### config.mk
export PLATFORM = sky130hd
export DESIGN_NAME = paso8bto1b_flat
export DESIGN_NICKNAME = d
export VERILOG_FILES = /design/src/rtl/paso8bto1b_pkg.sv /design/src/rtl/paso8bto1b_if.sv /design/src/rtl/bit_counter_mod8.sv /design/src/rtl/paso8bto1b.sv /design/src/flat_wrapper.sv
export SDC_FILE = /design/constraint.sdc
export NUM_CORES = 1
export LEC_CHECK = 0
export ABC_AREA = 1
export CELL_PAD_IN_SITES_DETAIL_PLACEMENT = 2
export CELL_PAD_IN_SITES_GLOBAL_PLACEMENT = 2
export CORE_ASPECT_RATIO = 1.75
export CORE_MARGIN = 5
export CORE_UTILIZATION = 27
export CTS_CLUSTER_SIZE = 20
export DETAILED_ROUTE_END_ITERATION = 10
export GPL_TIMING_DRIVEN = 0
export PLACE_DENSITY_LB_ADDON = 0.2
export SYNTH_ARGS = -nofsm -noshare
export SYNTH_HDL_FRONTEND = slang
export SYNTH_SLANG_ARGS = --single-unit
### constraint.sdc
create_clock -name clk_32f -period 1.31 [get_ports clk_32f]
set_input_delay 0.131 -clock clk_32f [delete_from_list [all_inputs] [get_ports clk_32f]]
set_output_delay 0.131 -clock clk_32f [all_outputs]
set_load 0.01 [all_outputs]
### src/rtl/paso8bto1b_pkg.sv
// Constants and state encoding shared by the paso8bto1b serializer and its matching deserializer.
package paso8bto1b_pkg;

    localparam logic [7:0] COMMA_DEFAULT  = 8'hBC;
    localparam int         N_SYNC_DEFAULT = 4;

    typedef enum logic {
        SYNC   = 1'b0,
        ACTIVE = 1'b1
    } state_t;

endpackage

### src/rtl/paso8bto1b_if.sv
// Byte-side and serial-side signals of the paso8bto1b serializer.
interface paso8bto1b_if;

    logic [7:0] data_in;
    logic       valid_in;
    logic       data_out;
    logic       valid_out;
    logic       byte_start;
    logic       ready;

    modport master (
        output data_in, valid_in,
        input  data_out, valid_out, byte_start, ready
    );

    modport slave (
        input  data_in, valid_in,
        output data_out, valid_out, byte_start, ready
    );

endinterface

### src/rtl/bit_counter_mod8.sv
// Mod-8 bit counter: bit_cnt counts 7..0 and load flags the edge on which a new byte is taken.
module bit_counter_mod8 (
    input  logic clk,
    input  logic reset,
    output logic load
);

    logic [2:0] bit_cnt;
    logic       started;

    // The first edge after reset loads without decrementing, so every byte, including the first, lasts 8 cycles.
    assign load = !started || (bit_cnt == 3'd0);

    always_ff @(posedge clk or negedge reset) begin
        if (!reset) begin
            bit_cnt <= 3'd7;
            started <= 1'b0;
        end else begin
            started <= 1'b1;
            bit_cnt <= load ? 3'd7 : bit_cnt - 3'd1;
        end
    end

endmodule

### src/rtl/paso8bto1b.sv
// Byte-to-serial converter with post-reset comma training burst.
// Define PASO8BTO1B_LSB_FIRST_EN to transmit bytes LSB first instead of MSB first.
module paso8bto1b
    import paso8bto1b_pkg::*;
#(
    parameter int         N_SYNC = N_SYNC_DEFAULT,
    parameter logic [7:0] COMMA  = COMMA_DEFAULT
) (
    input  logic            clk_32f,
    input  logic            reset,
    paso8bto1b_if.slave     bus
);

    localparam logic [3:0] SYNC_LAST = 4'(N_SYNC - 1);

    logic       load;
    state_t     state, state_next;
    logic [3:0] sync_cnt, sync_cnt_next;
    logic [7:0] byte_sel;
    logic       byte_is_data;
    logic [7:0] shreg, shreg_next;
    logic       bit_next;
    logic       data_out, valid_out, byte_start;

    bit_counter_mod8 u_bit_counter (
        .clk   (clk_32f),
        .reset (reset),
        .load  (load)
    );

    always_ff @(posedge clk_32f or negedge reset) begin
        if (!reset) begin
            state    <= SYNC;
            sync_cnt <= 4'd0;
        end else begin
            state    <= state_next;
            sync_cnt <= sync_cnt_next;
        end
    end

    // Upstream bytes are dropped while training; the last training byte is still a comma.
    always_comb begin
        state_next    = state;
        sync_cnt_next = sync_cnt;
        byte_sel      = COMMA;
        byte_is_data  = 1'b0;
        if (load) begin
            case (state)
                SYNC: begin
                    sync_cnt_next = sync_cnt + 4'd1;
                    if (sync_cnt == SYNC_LAST)
                        state_next = ACTIVE;
                end
                ACTIVE: begin
                    if (bus.valid_in) begin
                        byte_sel     = bus.data_in;
                        byte_is_data = 1'b1;
                    end
                end
                default: state_next = SYNC;
            endcase
        end
    end

`ifdef PASO8BTO1B_LSB_FIRST_EN
    assign shreg_next = load ? byte_sel : {1'b0, shreg[7:1]};
    assign bit_next   = shreg_next[0];
`else
    assign shreg_next = load ? byte_sel : {shreg[6:0], 1'b0};
    assign bit_next   = shreg_next[7];
`endif

    // Output stage: the bit leaving the register appears one cycle after its load/shift edge.
    always_ff @(posedge clk_32f or negedge reset) begin
        if (!reset) begin
            shreg      <= 8'h00;
            data_out   <= 1'b0;
            valid_out  <= 1'b0;
            byte_start <= 1'b0;
        end else begin
            shreg      <= shreg_next;
            data_out   <= bit_next;
            byte_start <= load;
            if (load)
                valid_out <= byte_is_data;
        end
    end

    assign bus.data_out   = data_out;
    assign bus.valid_out  = valid_out;
    assign bus.byte_start = byte_start;
    assign bus.ready      = (state == ACTIVE);

endmodule
### src/flat_wrapper.sv
// flat-port wrapper written by rule: the top's interface ports become plain ports
module paso8bto1b_flat import paso8bto1b_pkg::*;
#(
    parameter int         N_SYNC = N_SYNC_DEFAULT,
    parameter logic [7:0] COMMA  = COMMA_DEFAULT
)
  (clk_32f, reset, bus_data_in, bus_valid_in, bus_data_out, bus_valid_out, bus_byte_start, bus_ready);
  paso8bto1b_if bus_i ();
  input  logic clk_32f;
  input  logic reset;
  input wire logic [$bits(bus_i.data_in)-1:0] bus_data_in;
  input wire logic [$bits(bus_i.valid_in)-1:0] bus_valid_in;
  output wire logic [$bits(bus_i.data_out)-1:0] bus_data_out;
  output wire logic [$bits(bus_i.valid_out)-1:0] bus_valid_out;
  output wire logic [$bits(bus_i.byte_start)-1:0] bus_byte_start;
  output wire logic [$bits(bus_i.ready)-1:0] bus_ready;
  assign bus_i.data_in = bus_data_in;
  assign bus_i.valid_in = bus_valid_in;
  assign bus_data_out = bus_i.data_out;
  assign bus_valid_out = bus_i.valid_out;
  assign bus_byte_start = bus_i.byte_start;
  assign bus_ready = bus_i.ready;
  paso8bto1b #(.N_SYNC(N_SYNC), .COMMA(COMMA)) u_core (.clk_32f(clk_32f), .reset(reset), .bus(bus_i));
endmodule
======== After elaboration in Yosys (flattened, before gate mapping) ========
Cells that the tools add are included.
storage, ports and cells
  bits in writable memories ............... 0
  word-level logic and storage cells ...... 24
  bits in read-only memories .............. 0
  memories kept ........................... 0
  flip-flop bits (word level) ............. 19
  output and inout bits ................... 4
  bits in latches ......................... 0
  input bits .............................. 11
operators by class
  $mul .................................... 0
  shift operators ......................... 0
  bitwise operators ....................... 1
  equality and inequality tests ........... 1
  reduce and logical (&&, ||, !) cells .... 4
  divide/modulo/power cells ............... 0
  muxes and demuxes ....................... 8
  magnitude comparators ................... 0
  add/sub/neg operators ................... 2
operator list
  kind                 number
  $mux 8               3
  $add 4x1->4 const B  1
  $eq 4x2->1 const B   1
  $mux 1               4
  $logic_not 3->1      1
  $mux 3               1
  $sub 3x1->3 const B  1
  $reduce_and 2->1     1
  $logic_not 1->1      1
  $logic_or 1x1->1     1
  $not 1->1            1

======== Longest topological paths before layout ========
  word-level depth ........................ 3
  mapped depth ............................ 9
  gate-level depth less buffers ........... 9

======== Modules after synthesis ========
A second synthesis with hierarchy kept.
second synthesis, totals
  cell total of the unflattened synthesis .. 86
  area total of the unflattened synthesis .. 828.3 um^2
modules (own cells, without submodules)
  module            cells an instance  instances  area each (um^2)  sequential area each (um^2)
  paso8bto1b        66                 1          634.4             375.4
  bit_counter_mod8  20                 1          193.9             103.8

======== Worst setup path after synthesis ========
OpenSTA, ideal clock, no wires.
  path type ............................... reg2reg
  start point ............................. register u_core.u_bit_counter.bit_cnt[0]
  end point ............................... register u_core.sync_cnt[2]
  arrival time ............................ 1292 ps
  period minus slack after synthesis ...... 1412 ps
  stages on the path, launching flop included .. 10
  buffers on the path ..................... 0
  slack ................................... -102 ps
  library setup time ...................... 120 ps
  data required time ...................... 1190 ps
  path through ............................ dfstp_2 > inv_1 > ha_1 > ha_1 > inv_2 > nand2_4 > nand2_4 > inv_2 > nand3_1 > nand2_1
on the way
  word-level cells in the longest chain between the ends .. 3
RTL lines
  item                               line                    text
  from (decl)                        bit_counter_mod8.sv:8   logic [2:0] bit_cnt;
  from (signal assigned)             bit_counter_mod8.sv:20  bit_cnt <= load ? 3'd7 : bit_cnt - 3'd1;
  $logic_not 3->1                    bit_counter_mod8.sv:12  assign load = !started || (bit_cnt == 3'd0);
  $logic_or 1x1->1                   bit_counter_mod8.sv:12
  named net u_core.load              paso8bto1b.sv:16        logic load;
  $reduce_and 2->1 (no source line)  -
  to (signal assigned)               paso8bto1b.sv:37        sync_cnt <= sync_cnt_next;
  to (decl)                          paso8bto1b.sv:18        logic [3:0] sync_cnt, sync_cnt_next;
The timed path passes the listed nets, and every way through them passes these cells.
A chain may end at the register's enable or synchronous reset.

======== Worst setup path in the final report ========
  start point ............................. register u_core.u_bit_counter.bit_cnt[0]
  end point ............................... register u_core.data_out, in the netlist u_core.bus.data_out
on the way
  word-level cells in the longest chain between the ends .. 3
RTL lines
  item                            line                    text
  $logic_not 3->1                 bit_counter_mod8.sv:12
  $logic_or 1x1->1                bit_counter_mod8.sv:12
  named net u_core.load           paso8bto1b.sv:16
  $mux 8                          paso8bto1b.sv:69        assign shreg_next = load ? byte_sel : {shreg[6:0], 1'b0};
  named net u_core.shreg_next[7]  paso8bto1b.sv:21        logic [7:0] shreg, shreg_next;
  to (signal assigned)            paso8bto1b.sv:82        data_out <= bit_next;
  to (decl)                       paso8bto1b.sv:23        logic data_out, valid_out, byte_start;
The timed path passes the listed nets, and every way through them passes these cells.

==> flow_metrics.tcl <==
set metrics [dict create \
    crit_chain "inv_2, ha_4, ha_4, inv_6, nand2_8, nand3_4, nor2_2, nor2_1" \
    startpoint_type "flip-flop" \
    wire_per_inst_um 14.9 \
    netlist_instances 81 \
    syn_avg_cell_area_um2 9.95 \
    critPathRequiredTime_ns 1.49 \
    critPathArrivalTime_ns 1.61 \
    drtIter0Drc 8 \
    ys_top_cells_by_count "dfrtp_1 (16), nand2_1 (16), nor2_1 (11), inv_1 (10), nor2_2 (6)" \
    areaGrowthSynthToFinish_pct 42.2 \
    synth-seq-cells 19 \
    grt_max_degree 20 \
    clock_latency_ns 0.26 \
    grt_pass1_vias 705 \
    fp.dieW_um 51.3 \
    synthFlopType "dfrtp_1" \
    powerDensity_mw_per_mm2 1480 \
    grt_pass1_wl_um 3330 \
    dp_hpwl_um 1300 \
    num_rows 26 \
    worst_slack_ns -0.119 \
    post-route-min-period_ns 1.43 \
    rsz0062_at_grt "true" \
    die_area_mm2 0.00422 \
    finalHoldViolCount 0 \
    clockBufferDepth 2 \
    routabilityCongestion 0.693 \
    path_delay_family "flip-flops" \
    ys_top_cells_by_area "dfrtp_1 (50%), dfstp_2 (9.8%), nand2_1 (7.5%)" \
    setup.worst_path.end_class "flip-flop" \
    cts_max_level 1 \
    synth-edff-count 0 \
    diodes 0 \
    root_buffer "clkbuf_8" \
    fin_skew_ns 0.00791 \
    maxCapViolations 0 \
    fmax_mhz 700 \
    cp_slowest_cell "dfstp_2" \
    violations "setup timing" \
    ir_drop_mv 0.639 \
    overflow 0 \
    synth_seq_area_share 0.595 \
    hold_class "input port to async pin" \
    instances_no_fill 130 \
    yosys_warnings 0 \
    dr.pass1.iters 2 \
    io_pins 15 \
    finalSetupViolCount 13 \
    fin_nets 117 \
    synth_area_leader_cell "dfrtp_1" \
    drc 0 \
    drive_above_1_share 0.333 \
    run_status "finished with violations" \
    netlist_area_um2 806 \
    relSlewSlack 0.433 \
    wl_um 1940 \
    place_inst 123 \
    crit_top_cell "ha_4" \
    tritoncts "done" \
    antenna_found_initial 0 \
    clkTransAtPathRegs_ns 0.08 \
    p_total_mw 1.70 \
    path_max_fanout 5 \
    max_stage_delay_ns 0.54 \
    synthArstFlopShare 1.00 \
    cp.buffers_inverters 2 \
    path_depth 8 \
    finalCritPeriodShare 1.09 \
    start_util 0.278 \
    pre_cts_ws_ns -0.155 \
    r2r_cells 8 \
    cts_buffers 3 \
    synth_nets 95 \
    timing.setup.tns_ns -1.17 \
    vias 619 \
    routed_via_density 4.76 \
    drv_slew 0 \
    ant_nets 0 \
    cts_sinks 19 \
    p_leak_nw 0.522 \
    utilization 0.396 \
    io_buffers 14 \
    synth_top_area_share 0.497 \
    worst-slew-pin-transition_ns 0.848 \
    dieHeight_um 82.3 \
    ys_types 16 \
    core_mm2 0.00290 \
    grt_usage 0.110 \
    worstSetupPathType "flip-flop to flip-flop" \
]
final timing paths:
path	start	to	slack [ns]
min	reset	u_core.bus.byte_start$_DFF_PN0_	0.36
min reg2reg	u_core.u_bit_counter.bit_cnt[0]$_DFF_PN1_	u_core.u_bit_counter.bit_cnt[0]$_DFF_PN1_	0.46
max in group asynchronous	reset	u_core.bus.ready$_DFFE_PN0P_	0.37
max reg2reg	u_core.u_bit_counter.bit_cnt[0]$_DFF_PN1_	u_core.bus.data_out$_DFF_PN0_	-0.12
min in group clk_32f	bus_data_in[0]	u_core.shreg[0]$_DFF_PN0_	0.38
max	u_core.u_bit_counter.bit_cnt[0]$_DFF_PN1_	u_core.bus.data_out$_DFF_PN0_	-0.12
stage by stage:
stage / cell area (um^2) / hold slack, ns
floorplan: 836 / -0.165
global placement: 1010 / 0.443
detailed placement: 1010 / 0.453
CTS: 1140 / 0.387
global route: 1150 / 0.412
finish: 1150 / 0.356
flip-flops by register name, indices dropped and copies added, names as in the netlist:
register,cells
u_core.shreg,7
u_core.sync_cnt,4
u_core.u_bit_counter.bit_cnt,3
u_core.bus.byte_start,1
u_core.bus.data_out,1
u_core.bus.ready,1
u_core.bus.valid_out,1
u_core.u_bit_counter.started,1
cells by family (layout without fill, tap and decap cells):
logic type,after synthesis,count (layout),share of synthesized area
other,1,1,0.00465
XOR/XNOR,1,1,0.0109
flip-flops,19,19,0.595
AND/OR/NAND/NOR,40,42,0.248
buffers and inverters,13,32,0.0606
AO/OA/AOI/OAI,4,4,0.0342
adder cells (fa/ha/maj),3,3,0.0466
metal layers:
layer	part of all wire	global-route usage
met5	0	0
met4	0.018	0.0551
met3	0.050	0.0215
met2	0.59	0.211
met1	0.34	0.109
repair_timing:
action                     in CTS  in global routing
hold buffers                    0                  0
setup endpoints to repair      18                 16
resized for setup              12                  1
cloned                          2                  0
setup buffers                   1                  0
pin swaps                       6                  2
cells in the final DEF, fill, tap and decap left out, types with 2 or more instances in the layout:
| cell type | n |
|---|---|
| dfrtp_1 | 15 |
| nand2_1 | 14 |
| clkdlybuf4s50_1 | 13 |
| nor2_1 | 10 |
| inv_1 | 8 |
| nor2_2 | 6 |
| inv_2 | 3 |
| clkbuf_8 | 3 |
| dfstp_2 | 3 |
| inv_6 | 2 |
| nand2_8 | 2 |
| o21ai_2 | 2 |
| o21ai_1 | 2 |
| nand3_2 | 2 |
| nand2_2 | 2 |
| nand3_1 | 2 |
| ha_4 | 2 |
final cells by class:
| cell class | count | area, um^2 |
|---|---|---|
| inverters | 13 | 58.8 |
| well taps | 28 | 35.0 |
| clock buffers | 3 | 41.3 |
| fillers | 343 | 1750 |
| flip-flops and latches | 19 | 480 |
| repair buffers | 15 | 159 |
| multi-input cells | 51 | 367 |
| clock inverters | 1 | 5.00 |
power breakdown:
part	switching [mW]	internal [mW]	leakage (nW)
Clock	0.196	0.211	0.0255
Sequential	0.116	0.714	0.218
Combinational	0.250	0.212	0.278
Power figures use the tool's default switching activity.
